[config.mk]
export PLATFORM = sky130hd
export DESIGN_NAME = fetch_queue_flat
export DESIGN_NICKNAME = d
export VERILOG_FILES = /design/src/rtl/fetch_queue_pkg.sv /design/src/rtl/fetch_queue_if.sv /design/src/rtl/fetch_queue_sync_fifo.sv /design/src/rtl/fetch_queue.sv /design/src/flat_wrapper.sv
export SDC_FILE = /design/constraint.sdc
export NUM_CORES = 1
export LEC_CHECK = 0
export BUFFER_PORTS_ARGS = -buffer_cell sky130_fd_sc_hd__buf_2
export CELL_PAD_IN_SITES_DETAIL_PLACEMENT = 0
export CELL_PAD_IN_SITES_GLOBAL_PLACEMENT = 1
export CORE_ASPECT_RATIO = 1.1
export CORE_MARGIN = 4
export CORE_UTILIZATION = 56
export CTS_BUF_LIST = sky130_fd_sc_hd__clkbuf_4
export CTS_CLUSTER_SIZE = 25
export DETAILED_ROUTE_END_ITERATION = 8
export PLACE_DENSITY_LB_ADDON = 0.1
export SLEW_MARGIN = 20
export SYNTH_ARGS = -nofsm -noshare
export SYNTH_HDL_FRONTEND = slang
export SYNTH_SLANG_ARGS = --single-unit
[constraint.sdc]
create_clock -name clk -period 5.9 [get_ports clk]
set_clock_uncertainty 0.05 [all_clocks]
set_input_delay 1.18 -clock clk [delete_from_list [all_inputs] [get_ports clk]]
set_output_delay 1.18 -clock clk [all_outputs]
set_load 0.01 [all_outputs]
[src/rtl/fetch_queue_pkg.sv]
// Shared definitions for the instruction prefetch unit: default geometry,
// reset fetch address and the exported fetch-mode encoding.
package fetch_queue_pkg;

   localparam int unsigned DEF_XLEN     = 32'd16;
   localparam int unsigned DEF_DEPTH    = 32'd4;
   localparam int unsigned DEF_INC      = 32'd2;
   localparam logic [15:0] DEF_RESET_PC = 16'h0000;

   typedef enum logic [1:0] {
      RUN   = 2'd0,
      FLUSH = 2'd1,
      HALT  = 2'd2
   } fetch_mode_e;

   // Bits needed to hold a count of 0..n inclusive.
   function automatic int unsigned count_width(input int unsigned n);
      return $clog2(n) + 32'd1;
   endfunction

endpackage

[src/rtl/fetch_queue_if.sv]
// Fetch-unit bus bundle: instruction-memory request/response channel plus the
// decode-side valid/ready handshake and execute-side redirect/halt controls.
interface fetch_queue_if #(
   parameter int unsigned XLEN = fetch_queue_pkg::DEF_XLEN
);
   logic                          imem_req;
   logic [XLEN-1:0]               imem_addr;
   logic                          imem_gnt;
   logic                          imem_ack;
   logic [XLEN-1:0]               imem_data;
   logic                          out_valid;
   logic [XLEN-1:0]               out_instr;
   logic [XLEN-1:0]               out_pc;
   logic [XLEN-1:0]               out_pc_inc;
   logic                          out_ready;
   logic                          redirect;
   logic [XLEN-1:0]               redirect_pc;
   logic                          halt;
   fetch_queue_pkg::fetch_mode_e  mode;

   modport master (
      output imem_req, imem_addr, out_valid, out_instr, out_pc, out_pc_inc, mode,
      input  imem_gnt, imem_ack, imem_data, out_ready, redirect, redirect_pc, halt
   );

   modport slave (
      input  imem_req, imem_addr, out_valid, out_instr, out_pc, out_pc_inc, mode,
      output imem_gnt, imem_ack, imem_data, out_ready, redirect, redirect_pc, halt
   );
endinterface

[src/rtl/fetch_queue_sync_fifo.sv]
// Single-clock FIFO with push/pop/flush and occupancy count; DEPTH must be a
// power of two. Flush clears pointers synchronously and wins over push/pop.
module sync_fifo
   import fetch_queue_pkg::*;
#(
   parameter int unsigned WIDTH = 32'd8,
   parameter int unsigned DEPTH = 32'd4
) (
   input  logic                     clk,
   input  logic                     rst_n,
   input  logic                     push,
   input  logic                     pop,
   input  logic                     flush,
   input  logic [WIDTH-1:0]         wdata,
   output logic [WIDTH-1:0]         rdata,
   output logic [$clog2(DEPTH):0]   count
);
   localparam int unsigned AW = $clog2(DEPTH);
   localparam int unsigned CW = count_width(DEPTH);

   logic [WIDTH-1:0] mem_r [DEPTH];
   logic [AW-1:0]    wr_ptr_r;
   logic [AW-1:0]    rd_ptr_r;
   logic [CW-1:0]    count_r;
   logic             full_s;
   logic             push_ok_s;
   logic             pop_ok_s;

   assign full_s    = (count_r == CW'(DEPTH));
   assign pop_ok_s  = pop && (count_r != '0);
   assign push_ok_s = push && (!full_s || pop_ok_s);
   assign rdata     = mem_r[rd_ptr_r];
   assign count     = count_r;

   // Pointer and occupancy bookkeeping.
   always_ff @(posedge clk or negedge rst_n) begin
      if (!rst_n) begin
         wr_ptr_r <= '0;
         rd_ptr_r <= '0;
         count_r  <= '0;
      end else if (flush) begin
         wr_ptr_r <= '0;
         rd_ptr_r <= '0;
         count_r  <= '0;
      end else begin
         if (push_ok_s) begin
            wr_ptr_r <= wr_ptr_r + AW'(1'b1);
         end
         if (pop_ok_s) begin
            rd_ptr_r <= rd_ptr_r + AW'(1'b1);
         end
         count_r <= count_r + CW'(push_ok_s) - CW'(pop_ok_s);
      end
   end

   // Storage array; cleared on reset so the head never shows stale X data.
   always_ff @(posedge clk or negedge rst_n) begin
      if (!rst_n) begin
         for (int i = 0; i < int'(DEPTH); i++) begin
            mem_r[i] <= '0;
         end
      end else if (push_ok_s && !flush) begin
         mem_r[wr_ptr_r] <= wdata;
      end
   end

endmodule

[src/rtl/fetch_queue.sv]
// Decoupled instruction prefetch: in-order requests to a variable-latency
// memory, DEPTH-entry instruction queue, redirect flush with response discard.
module fetch_queue
   import fetch_queue_pkg::*;
#(
   parameter int unsigned    XLEN     = DEF_XLEN,
   parameter int unsigned    DEPTH    = DEF_DEPTH,
   parameter int unsigned    INC      = DEF_INC,
   parameter logic [XLEN-1:0] RESET_PC = XLEN'(DEF_RESET_PC)
) (
   input  logic          clk,
   input  logic          rst,
   fetch_queue_if.master bus
);
   // Discarded requests keep their shadow slots while new ones are issued,
   // so the PC shadow is twice the queue depth.
   localparam int unsigned SDEPTH = 32'd2 * DEPTH;
   localparam int unsigned CW     = count_width(DEPTH);
   localparam int unsigned SCW    = count_width(SDEPTH);

   logic [XLEN-1:0]   fetch_pc_r;
   logic [XLEN-1:0]   fetch_pc_n;
   logic [CW-1:0]     outstanding_r;
   logic [CW-1:0]     outstanding_n;
   logic [SCW-1:0]    discard_r;
   logic [SCW-1:0]    discard_n;
   fetch_mode_e       mode_r;
   fetch_mode_e       mode_n;

   logic [CW-1:0]     q_count_s;
   logic [2*XLEN-1:0] q_rdata_s;
   logic [SCW-1:0]    sh_count_s;
   logic [XLEN-1:0]   sh_rdata_s;
   logic              q_valid_s;
   logic              credit_ok_s;
   logic              sh_room_s;
   logic              imem_req_s;
   logic              fire_s;
   logic              ack_ok_s;
   logic              enq_s;
   logic              deq_s;

   assign q_valid_s   = (q_count_s != '0);
   assign credit_ok_s = (({1'b0, q_count_s} + {1'b0, outstanding_r}) < (CW+1)'(DEPTH));
   assign sh_room_s   = (sh_count_s < SCW'(SDEPTH));
   assign imem_req_s  = rst && !bus.redirect && !bus.halt && credit_ok_s && sh_room_s;
   assign fire_s      = imem_req_s && bus.imem_gnt;
   // An ack with nothing pending is a protocol error and is dropped here.
   assign ack_ok_s    = bus.imem_ack && ((outstanding_r != '0) || (discard_r != '0));
   assign enq_s       = ack_ok_s && (discard_r == '0) && !bus.redirect;
   assign deq_s       = q_valid_s && bus.out_ready;

   sync_fifo #(
      .WIDTH (2 * XLEN),
      .DEPTH (DEPTH)
   ) u_instr_q (
      .clk   (clk),
      .rst_n (rst),
      .push  (enq_s),
      .pop   (deq_s),
      .flush (bus.redirect),
      .wdata ({bus.imem_data, sh_rdata_s}),
      .rdata (q_rdata_s),
      .count (q_count_s)
   );

   sync_fifo #(
      .WIDTH (XLEN),
      .DEPTH (SDEPTH)
   ) u_pc_shadow (
      .clk   (clk),
      .rst_n (rst),
      .push  (fire_s),
      .pop   (ack_ok_s),
      .flush (1'b0),
      .wdata (fetch_pc_r),
      .rdata (sh_rdata_s),
      .count (sh_count_s)
   );

   // Next fetch PC and in-flight accounting; redirect overrides everything.
   always_comb begin
      fetch_pc_n    = fetch_pc_r;
      outstanding_n = outstanding_r;
      discard_n     = discard_r;
      if (bus.redirect) begin
         fetch_pc_n    = bus.redirect_pc;
         outstanding_n = '0;
         discard_n     = discard_r + SCW'(outstanding_r) - SCW'(ack_ok_s);
      end else begin
         if (fire_s) begin
            fetch_pc_n = fetch_pc_r + XLEN'(INC);
         end else begin
            fetch_pc_n = fetch_pc_r;
         end
         outstanding_n = outstanding_r + CW'(fire_s) - CW'(enq_s);
         if (ack_ok_s && (discard_r != '0)) begin
            discard_n = discard_r - SCW'(1'b1);
         end else begin
            discard_n = discard_r;
         end
      end
   end

   // Debug mode derived from the upcoming state so it lines up with it.
   always_comb begin
      if (bus.halt && (outstanding_n == '0)) begin
         mode_n = HALT;
      end else if (discard_n != '0) begin
         mode_n = FLUSH;
      end else begin
         mode_n = RUN;
      end
   end

   // Fetch engine state registers.
   always_ff @(posedge clk or negedge rst) begin
      if (!rst) begin
         fetch_pc_r    <= RESET_PC;
         outstanding_r <= '0;
         discard_r     <= '0;
         mode_r        <= RUN;
      end else begin
         fetch_pc_r    <= fetch_pc_n;
         outstanding_r <= outstanding_n;
         discard_r     <= discard_n;
         mode_r        <= mode_n;
      end
   end

   assign bus.imem_req   = imem_req_s;
   assign bus.imem_addr  = fetch_pc_r;
   assign bus.out_valid  = q_valid_s;
   assign bus.out_instr  = q_valid_s ? q_rdata_s[2*XLEN-1:XLEN] : '0;
   assign bus.out_pc     = q_valid_s ? q_rdata_s[XLEN-1:0] : '0;
   assign bus.out_pc_inc = q_valid_s ? (q_rdata_s[XLEN-1:0] + XLEN'(INC)) : '0;
   assign bus.mode       = mode_r;

endmodule

[src/flat_wrapper.sv]
// flat-port wrapper written by rule: the top's interface ports become plain ports
module fetch_queue_flat import fetch_queue_pkg::*;
#(
   parameter int unsigned    XLEN     = DEF_XLEN,
   parameter int unsigned    DEPTH    = DEF_DEPTH,
   parameter int unsigned    INC      = DEF_INC,
   parameter logic [XLEN-1:0] RESET_PC = XLEN'(DEF_RESET_PC)
)
  (clk, rst, bus_imem_req, bus_imem_addr, bus_out_valid, bus_out_instr, bus_out_pc, bus_out_pc_inc, bus_mode, bus_imem_gnt, bus_imem_ack, bus_imem_data, bus_out_ready, bus_redirect, bus_redirect_pc, bus_halt);
  fetch_queue_if #(.XLEN(XLEN)) bus_i ();
  input  logic clk;
  input  logic rst;
  output wire logic [$bits(bus_i.imem_req)-1:0] bus_imem_req;
  output wire logic [$bits(bus_i.imem_addr)-1:0] bus_imem_addr;
  output wire logic [$bits(bus_i.out_valid)-1:0] bus_out_valid;
  output wire logic [$bits(bus_i.out_instr)-1:0] bus_out_instr;
  output wire logic [$bits(bus_i.out_pc)-1:0] bus_out_pc;
  output wire logic [$bits(bus_i.out_pc_inc)-1:0] bus_out_pc_inc;
  output wire logic [$bits(bus_i.mode)-1:0] bus_mode;
  input wire logic [$bits(bus_i.imem_gnt)-1:0] bus_imem_gnt;
  input wire logic [$bits(bus_i.imem_ack)-1:0] bus_imem_ack;
  input wire logic [$bits(bus_i.imem_data)-1:0] bus_imem_data;
  input wire logic [$bits(bus_i.out_ready)-1:0] bus_out_ready;
  input wire logic [$bits(bus_i.redirect)-1:0] bus_redirect;
  input wire logic [$bits(bus_i.redirect_pc)-1:0] bus_redirect_pc;
  input wire logic [$bits(bus_i.halt)-1:0] bus_halt;
  assign bus_imem_req = bus_i.imem_req;
  assign bus_imem_addr = bus_i.imem_addr;
  assign bus_out_valid = bus_i.out_valid;
  assign bus_out_instr = bus_i.out_instr;
  assign bus_out_pc = bus_i.out_pc;
  assign bus_out_pc_inc = bus_i.out_pc_inc;
  assign bus_mode = bus_i.mode;
  assign bus_i.imem_gnt = bus_imem_gnt;
  assign bus_i.imem_ack = bus_imem_ack;
  assign bus_i.imem_data = bus_imem_data;
  assign bus_i.out_ready = bus_out_ready;
  assign bus_i.redirect = bus_redirect;
  assign bus_i.redirect_pc = bus_redirect_pc;
  assign bus_i.halt = bus_halt;
  fetch_queue #(.XLEN(XLEN), .DEPTH(DEPTH), .INC(INC), .RESET_PC(RESET_PC)) u_core (.clk(clk), .rst(rst), .bus(bus_i));
endmodule
==> results.txt <==
Post-CTS Hold Buffers = 0
Reg-to-reg endpoint = u_core.bus.mode[0]
Met2 usage = 0.3583
HPWL after DPL = 19480 µm
Number of synthesized flops with an enable pin = 0
CP Capture Type = output pin
Clock power share = 0.317
RSZ-0062 raised after global routing = no
Mapped cell area = 14490 µm²
# nets final = 1228
Reg-to-Reg Start = u_core.u_instr_q.count[1]
Leading cell type in the layout, fill and taps excluded = dfrtp_1
Worst Tran Pin Value = 1.045 ns
Syn. warnings = 0
Period utilization = 0.8100
GPL Wtd Cong = 0.7717
Share of cells above drive strength 1 = 0.4830
Num CTS Buffers = 79
Final cell count without fillers = 1550
Post-layout util = 0.6373
Reg power frac = 0.463
Initial Util = 0.5703
PortBufs = 106
Root Buffer = clkbuf_4
Cts repair resizes = 0
Row count = 61
Tot GR Track Use = 0.2219
Iter 0 DRT Violations = 360
DRT Pass-1 Iters = 4
Synth Net Count = 1101
Power Internal = 0.003845 W
CTS Sinks = 298
Clock slew at reported path FFs = 0.06 ns
Pleak = 8.138 nW
Worst slew margin = 0.3014
Crit path launch type = register
Reg-to-reg slack, setup = 2.61 ns
Full die area = 28520 µm²
Area fraction of the dominant cell type after synthesis = 0.5145
Vias in the first global route = 9274
Placed Cells incl. Taps = 1422
Largest area contributor in the netlist = dfrtp_1
PD cells = 341.7 nW/µm²
Required time of the critical path = 4.67 ns
Most frequent cells in the layout = dfrtp_1 (295), mux2_2 (259), clkbuf_4 (113)
Top_reg_cell synth = dfrtp_1
Setup Viol. Count Final = 0
Final Slew Violations = 0
First-pass GRT wire length = 50030 µm
DP Worst Slack = 1.556 ns
Worst r2r path cells = 11
Setup_tns = 0 ns
Via Count = 8813
Syn-to-layout area delta = 11.75%
Psw = 0.001690 W
CTS tree = yes
Max Clk Rate = 209.2 MHz
Die span in x = 161.4 µm
Crit Path Class = reg2out
DR WL/cell = 19.73 µm
Largest net degree at the start of global routing = 175
Grt total ovfl = 0
CTS H-tree depth = 3
Tmin final = 4.779 ns
Drt drc = 0
Final hold vios = 0
Worst-case clock buffer depth = 3
Max VDD drop = 0.0002939 V
M1 GR Usage = 0.3124
Worst setup margin = 1.121 ns
Sequential share of the synthesized area = 0.5145
Ports = 107
Avg Cell Area, Syn = 14.07 µm²
Fill count = 2026
Yosys reg bits = 298
Gate power share = 0.220
Max cap viols = 0
Post-CTS Setup Repair Bufs = 0
GRT busiest layer = met2
Die Ht = 176.7 µm
Initial antenna violation count = 1
Core area = 25420 µm²
Post-synthesis async set-or-reset flop share = 1.000
Clk_lat worst skew = 0.68 ns
Vias/cell = 5.686
Worst Path Arrival = 3.55 ns
Top cells by area, synth = dfrtp_1 (51%), mux2_2 (20%), mux4_2 (9.9%)
Hold crit path type = in2async
Switching part of the total = 0.3053
Routed Antenna Nets = 0
Grt met3 use = 0.04496
Status = finished, final reports clean
Worst-path maximum fanout = 15
Final Routed Wirelength = 30590 µm
Synth unique cells = 56
Mapped Cells = 1030
[routing by layer]
layer	vias to the layer above	routed length, µm
li1	4003	-
met1	4569	14150
met2	204	14640
met3	37	1438
met4	0	354
met5	-	0
[power by group through the flow]
| stage | Combinational [W] | Sequential (W) | Clock [W] |
|---|---|---|---|
| after floorplan | 0.00105 | 0.00240 | 0 |
| after global placement | 0.00123 | 0.00259 | 0 |
| after detailed placement | 0.00124 | 0.00260 | 0 |
| after CTS | 0.00125 | 0.00257 | 0.00181 |
| after global routing | 0.00137 | 0.00260 | 0.00194 |
| final | 0.00122 | 0.00256 | 0.00176 |
[cells by family (layout without fill, tap and decap cells)]
| family | after synthesis | in the layout | synth area share |
|---|---|---|---|
| AOI/OAI and AO/OA | 56 | 56 | 0.02616 |
| xor gates and xnor gates | 25 | 25 | 0.01511 |
| adders and majority gates | 32 | 32 | 0.02970 |
| buffers and inverters | 112 | 285 | 0.03453 |
| DFF | 298 | 298 | 0.5145 |
| muxes | 346 | 346 | 0.3208 |
| other | 0 | 1 | 0 |
| and+or+nand+nor | 161 | 161 | 0.05922 |
[cell type report]
class	instances	area (µm²)	share of cell area
inverters	39	146.4	0.009038
multi-input cells	620	6541	0.4039
repair buffers	119	650.6	0.04017
clock inverters	14	113.9	0.007030
well taps	346	432.9	0.02673
clock buffers	113	848.3	0.05238
diodes	1	2.502	0.0001545
flip-flops and latches	298	7461	0.4606
[critical path, cell delays in order, from the launching register on]
cell	delay (ns)
dfrtp_1	0.87
mux4_2	0.42
ha_1	0.22
nand2_1	0.07
o22ai_1	0.30
nand4_1	0.25
or3_1	0.36
a21oi_1	0.21
buf_2	0.17
[worst max path at each step]
stage,startpoint,to,cells past startpoint
floorplan,bus_redirect,u_core.bus.mode[0],11
global placement,bus_redirect,u_core.bus.mode[0],11
detailed placement,bus_redirect,u_core.bus.mode[0],11
CTS,u_core.u_instr_q.rd_ptr_r[1],bus_out_pc_inc[11],8
global route,u_core.u_instr_q.rd_ptr_r[1],bus_out_pc_inc[13],8
finish,u_core.u_instr_q.rd_ptr_r[1],bus_out_pc_inc[11],8
[synth_stat cells (all sizes together) (9+ instances only)]
cell    count
buf        45
mux2      278
dfrtp     298
inv        38
clkbuf     28
nand3      12
nor2       30
and2       36
nand2      41
o21ai      19
ha         28
xnor2      16
xor2        9
mux4       64
[stage by stage]
stage          area (µm²)  power [W]  hold WS (ns)
6_report            16200   0.005535        0.3567
5_1_grt             16200   0.005907        0.3234
4_1_cts             16190   0.005630        0.3220
3_5_place_dp        15230   0.003844        0.4302
3_3_place_gp        15230   0.003815        0.4184
2_1_floorplan       14490   0.003454        0.4087
[state kept, by name (all words and copies together) (netlist names), 4 cells and up]
name / cells
u_core.u_pc_shadow.mem_r: 128
u_core.discard_r: 4
u_core.bus.imem_addr: 16
u_core.u_instr_q.mem_r: 128
u_core.u_pc_shadow.count: 4
Note: power is estimated with default switching activity, not from simulation.
